**src/rtl/sram_wait_pkg.sv**
```systemverilog
// sram_wait_pkg: shared types and helpers for the SRAM wait-state generator.
//   state_e      - FSM state encoding (idle / counting / ready pulse)
//   sel_latency  - picks the per-direction access latency
package sram_wait_pkg;

    typedef enum logic [1:0] {
        StIdle = 2'b00,
        StWait = 2'b01,
        StDone = 2'b10
    } state_e;

    // Latency in cycles from request acceptance to the ready pulse.
    function automatic int unsigned sel_latency(
        input logic        wen,
        input int unsigned rd_latency,
        input int unsigned wr_latency
    );
        return wen ? wr_latency : rd_latency;
    endfunction

endpackage

```
**src/rtl/sram_latency_counter.sv**
```systemverilog
// sram_latency_counter: loadable down-counter timing the WAIT phase.
// Ports:
//   clk, rst    - clock (rising edge), asynchronous active-high reset
//   load        - load load_value (takes priority over dec)
//   load_value  - value to load
//   dec         - decrement by one
//   value       - current count
//   zero        - count is zero
module sram_latency_counter #(
    parameter int unsigned CNT_WIDTH = 4
) (
    input  logic                 clk,
    input  logic                 rst,
    input  logic                 load,
    input  logic [CNT_WIDTH-1:0] load_value,
    input  logic                 dec,
    output logic [CNT_WIDTH-1:0] value,
    output logic                 zero
);

    logic [CNT_WIDTH-1:0] cnt_q;
    logic [CNT_WIDTH-1:0] cnt_d;

    always_comb begin
        cnt_d = cnt_q;
        if (load) begin
            cnt_d = load_value;
        end else if (dec) begin
            cnt_d = cnt_q - CNT_WIDTH'(1);
        end
    end

    always_ff @(posedge clk or posedge rst) begin
        if (rst) begin
            cnt_q <= '0;
        end else begin
            cnt_q <= cnt_d;
        end
    end

    assign value = cnt_q;
    assign zero  = (cnt_q == '0);

endmodule

```
**src/rtl/sram_wait_state_gen.sv**
```systemverilog
// sram_wait_state_gen: returns a registered one-cycle ready pulse a fixed,
// per-direction number of cycles after each qualifying SRAM access.
// A request qualifies when cen is high and the address differs from the last
// accepted one, or it is a write, or nothing has been accepted since reset.
// Ports:
//   clk, rst  - clock (rising edge), asynchronous active-high reset
//   cen       - chip enable
//   wen       - 1 = write, 0 = read (sampled on accept)
//   address   - SRAM address
//   ready     - access complete, one-cycle pulse
//   busy      - access in flight
// Parameters: ADDR_WIDTH, RD_LATENCY (>= 1), WR_LATENCY (>= 1),
//   CNT_WIDTH (must hold max(RD_LATENCY, WR_LATENCY)).
// Build option: define SRAM_WAIT_BACK2BACK_EN to accept a new qualifying
//   request in the DONE cycle instead of returning to IDLE first.
module sram_wait_state_gen
    import sram_wait_pkg::*;
#(
    parameter int unsigned ADDR_WIDTH = 12,
    parameter int unsigned RD_LATENCY = 2,
    parameter int unsigned WR_LATENCY = 1,
    parameter int unsigned CNT_WIDTH  = 4
) (
    input  logic                  clk,
    input  logic                  rst,
    input  logic                  cen,
    input  logic                  wen,
    input  logic [ADDR_WIDTH-1:0] address,
    output logic                  ready,
    output logic                  busy
);

    state_e                state_q, state_d;
    logic [ADDR_WIDTH-1:0] last_addr_q, last_addr_d;
    logic                  seen_q, seen_d;
    logic                  ready_q, ready_d;

    logic                  req_ok;
    logic                  accept;
    int unsigned           lat;
    logic                  lat_is_one;
    logic [CNT_WIDTH-1:0]  lat_load;

    logic                  cnt_load;
    logic                  cnt_dec;
    logic [CNT_WIDTH-1:0]  cnt_value;
    logic                  cnt_zero;

    // The seen flag lets the very first access after reset qualify even at
    // address 0, which matches the reset value of last_addr.
    assign req_ok     = cen && ((address != last_addr_q) || wen || !seen_q);
    assign lat        = sel_latency(wen, RD_LATENCY, WR_LATENCY);
    assign lat_is_one = (lat <= 1);
    // One cycle of the latency is spent in DONE and one entering WAIT.
    assign lat_load   = lat_is_one ? '0 : CNT_WIDTH'(lat - 2);

    sram_latency_counter #(
        .CNT_WIDTH (CNT_WIDTH)
    ) u_counter (
        .clk        (clk),
        .rst        (rst),
        .load       (cnt_load),
        .load_value (lat_load),
        .dec        (cnt_dec),
        .value      (cnt_value),
        .zero       (cnt_zero)
    );

    always_comb begin
        state_d     = state_q;
        last_addr_d = last_addr_q;
        seen_d      = seen_q;
        accept      = 1'b0;
        cnt_load    = 1'b0;
        cnt_dec     = 1'b0;

        unique case (state_q)
            StIdle: begin
                accept = req_ok;
            end
            StWait: begin
                if (cnt_zero) begin
                    state_d = StDone;
                end
                // Never wrap below zero.
                cnt_dec = (cnt_value != '0);
            end
            StDone: begin
`ifdef SRAM_WAIT_BACK2BACK_EN
                state_d = StIdle;
                accept  = req_ok;
`else
                state_d = StIdle;
`endif
            end
            default: begin
                state_d = StIdle;
            end
        endcase

        if (accept) begin
            last_addr_d = address;
            seen_d      = 1'b1;
            if (lat_is_one) begin
                state_d = StDone;
            end else begin
                state_d  = StWait;
                cnt_load = 1'b1;
            end
        end
    end

    // Registered ready: high exactly in the cycles the FSM sits in DONE.
    assign ready_d = (state_d == StDone);

    always_ff @(posedge clk or posedge rst) begin
        if (rst) begin
            state_q     <= StIdle;
            last_addr_q <= '0;
            seen_q      <= 1'b0;
            ready_q     <= 1'b0;
        end else begin
            state_q     <= state_d;
            last_addr_q <= last_addr_d;
            seen_q      <= seen_d;
            ready_q     <= ready_d;
        end
    end

    assign ready = ready_q;
    assign busy  = (state_q != StIdle);

endmodule

```
**config.mk**
```make
export PLATFORM = sky130hd
export DESIGN_NAME = sram_wait_state_gen
export DESIGN_NICKNAME = d
export VERILOG_FILES = /design/src/rtl/sram_wait_pkg.sv /design/src/rtl/sram_latency_counter.sv /design/src/rtl/sram_wait_state_gen.sv
export SDC_FILE = /design/constraint.sdc
export NUM_CORES = 1
export LEC_CHECK = 0
export ABC_AREA = 1
export ABC_CLOCK_PERIOD_IN_PS = 1900
export CORE_ASPECT_RATIO = 1.4
export CORE_MARGIN = 8
export CORE_UTILIZATION = 52
export DETAILED_ROUTE_END_ITERATION = 7
export PLACE_DENSITY = 0.77
export SLEW_MARGIN = 15
export SYNTH_ARGS = -nofsm -noshare
export SYNTH_HDL_FRONTEND = slang
export SYNTH_SLANG_ARGS = --single-unit
```
**constraint.sdc**
```tcl
create_clock -name clk -period 1.9 [get_ports clk]
set_clock_uncertainty 0.05 [all_clocks]
set_input_delay 0.19 -clock clk [delete_from_list [all_inputs] [get_ports clk]]
set_output_delay 0.19 -clock clk [all_outputs]
set_load 0.01 [all_outputs]
```
==> qor.yml <==
status: "finished, final reports clean"
rows: 20
layout_setup_ws_ns: 0.194
cts_htree_levels: 1
die_x_um: 56.0
maxSlewViolCount: 0
cts_buffers: 3
preCtsSetupSlack_ns: 0.113
irDropWorstVdd_uv: 573
grt_pass1_vias: 992
synth_cell_type_count: 20
ys_seq_area_frac: 0.431
n_antenna_cell: 0
cts_tree: "done"
worstPathMaxFanout: 2
seq_area_um2: 500
gp_congestion: 0.753
drtAntennaViolNets: 0
firstDrtPassIters: 4
power_mw: 1.02
hold_buffers: 0
clock_sinks: 20
insertion_delay_ns: 0.31
drv_cap: 0
tightest_slew_ns: 0.363
routed_via_density: 4.85
dp_hpwl_mm: 1.81
clockBufferDepth: 2
start_util: 0.540
worst-r2r-setup-slack_ns: 0.36
maxSlewHeadroom: 0.757
wl_per_cell_um: 11.1
cp-start-kind: "register"
p_per_area_mw_per_mm2: 743
nets: 202
grt_pass1_wl_mm: 4.20
arrival_ns: 1.47
rsz0062_at_grt: "false"
hold_class: "in -> async"
synth_fp_nets: 182
fillers: 204
syn_to_final_growth_pct: 18.1
drc: 0
drt_iter0_drc: 8
cts-resized-gates: 0
fin_tns_setup_ns: 0
drt-total-wl_mm: 2.28
synth_warnings: 0
layout-drive-gt1-share: 0.0656
fin_crit_ns: 1.71
synth_area_per_cell_um2: 7.09
root_buffer: "clkbuf_4"
antenna_found_initial: 0
fmax_mhz: 586
fin_cells: 205
leakage_nw: 0.822
synth_area_mm2: 0.00116
gr-total-overflow: 0
setup_viol: 0
chipHeight_um: 71.9
grt_max_degree: 21
fin_util: 0.638
postCtsSetupRepairBufs: 0
r2r_start: "u_counter.value[0]"
mostFrequentLayoutCells: "nand2_1, inv_1, dfrtp_1"
ys_ff_latch: 20
worstSetupPathType: "reg -> out"
pin_count: 18
netlist_instances: 164
post-place-cells: 201
layout_commonest_cell: "nand2_1"
clk_pin_slew_ns: 0.11
hold_viol_final: 0
die-area_mm2: 0.00403
crit_path_end_kind: "primary output"
track_usage: 0.127
rr_worst_depth: 8
fin_crit_sh: 0.898
design.core.area_mm2: 0.00215
cp_data_required_time_ns: 1.66
r2r-end: "u_counter.value[2]"
multi_input_area_um2: 507
vias: 995
port_buffers: 17
## logic make-up (layout without fill, tap and decap cells)
kind of cell               count (synthesis)  after routing  synth area share
and+or+nand+nor                           97             97             0.360
buffers and inverters                     36             55             0.133
DFF                                       20             20             0.431
xor gates and xnor gates                   5              5            0.0377
AOI/OAI and AO/OA                          4              4            0.0172
adders and majority gates                  2              2            0.0215
## report_power, final
part           internal, mW  total [mW]  leakage [nW]  switching, mW
combinational         0.113       0.250         0.549          0.137
clock                 0.117       0.245        0.0210          0.127
sequential            0.484       0.525         0.251         0.0410
total                 0.714        1.02         0.822          0.306
## routing by layer
metal	share of wire	global-route usage	routed length, um	vias up
li1	-	-	-	515
met1	0.40	0.132	907	465
met2	0.55	0.232	1250	10
met3	0.030	0.0227	68	5
met4	0.025	0.0724	57	0
met5	0	0	0	-
## how the worst max path moves through the flow
| stage | startpoint | end | slack, ns | depth (start not counted) |
|---|---|---|---|---|
| floorplan | u_counter.value[0] | u_counter.value[2] | 0.53 | 8 |
| finish | state_q[1] | busy | 0.19 | 2 |
| CTS | state_q[1] | busy | 0.17 | 2 |
| global placement | address[1] | last_addr_q[0] | 0.18 | 11 |
| global route | state_q[1] | busy | 0.14 | 2 |
| detailed placement | address[5] | last_addr_q[0] | 0.11 | 11 |
## worst max-delay path, stage by stage, from the launching register on
cell	delay [ns]
dfrtp_1	0.39
or2_1	0.27
clkdlybuf4s50_1	0.49
## state kept, by name (all words and copies together) (netlist names)
name,count
last_addr_q,12
ready,1
seen_q,1
state_q,2
u_counter.value,4
## Yosys cell counts
cell	n	area [um^2]
a21oi_1	1	5.00
buf_2	1	5.00
buf_6	1	11.3
buf_8	1	15.0
dfrtp_1	20	500
ha_1	2	25.0
inv_1	32	120
inv_2	1	3.75
nand2_1	66	248
nand2_4	2	22.5
nand3_1	13	65.1
nand3_2	1	10.0
nor2_1	10	37.5
nor2_2	2	12.5
nor2_4	1	11.3
nor3_1	1	5.00
o21ai_0	3	15.0
or2_1	1	6.26
xnor2_1	2	17.5
xor2_1	3	26.3
## per-stage QoR
| stage | instance area (um^2) | hold slack (ns) |
|---|---|---|
| 2_1_floorplan | 1160 | 0.104 |
| 3_3_place_gp | 1340 | 0.399 |
| 3_5_place_dp | 1340 | 0.412 |
| 4_1_cts | 1370 | 0.133 |
| 5_1_grt | 1370 | 0.156 |
| 6_report | 1370 | 0.142 |
## layout make-up
cell class,instances,area share
Inverter,33,0.0902
Multi-Input combinational cell,108,0.369
Clock buffer,4,0.0264
Tap cell,22,0.0201
Timing Repair Buffer,18,0.129
Sequential cell,20,0.365
No activity file was read; power rests on OpenSTA's default activity.
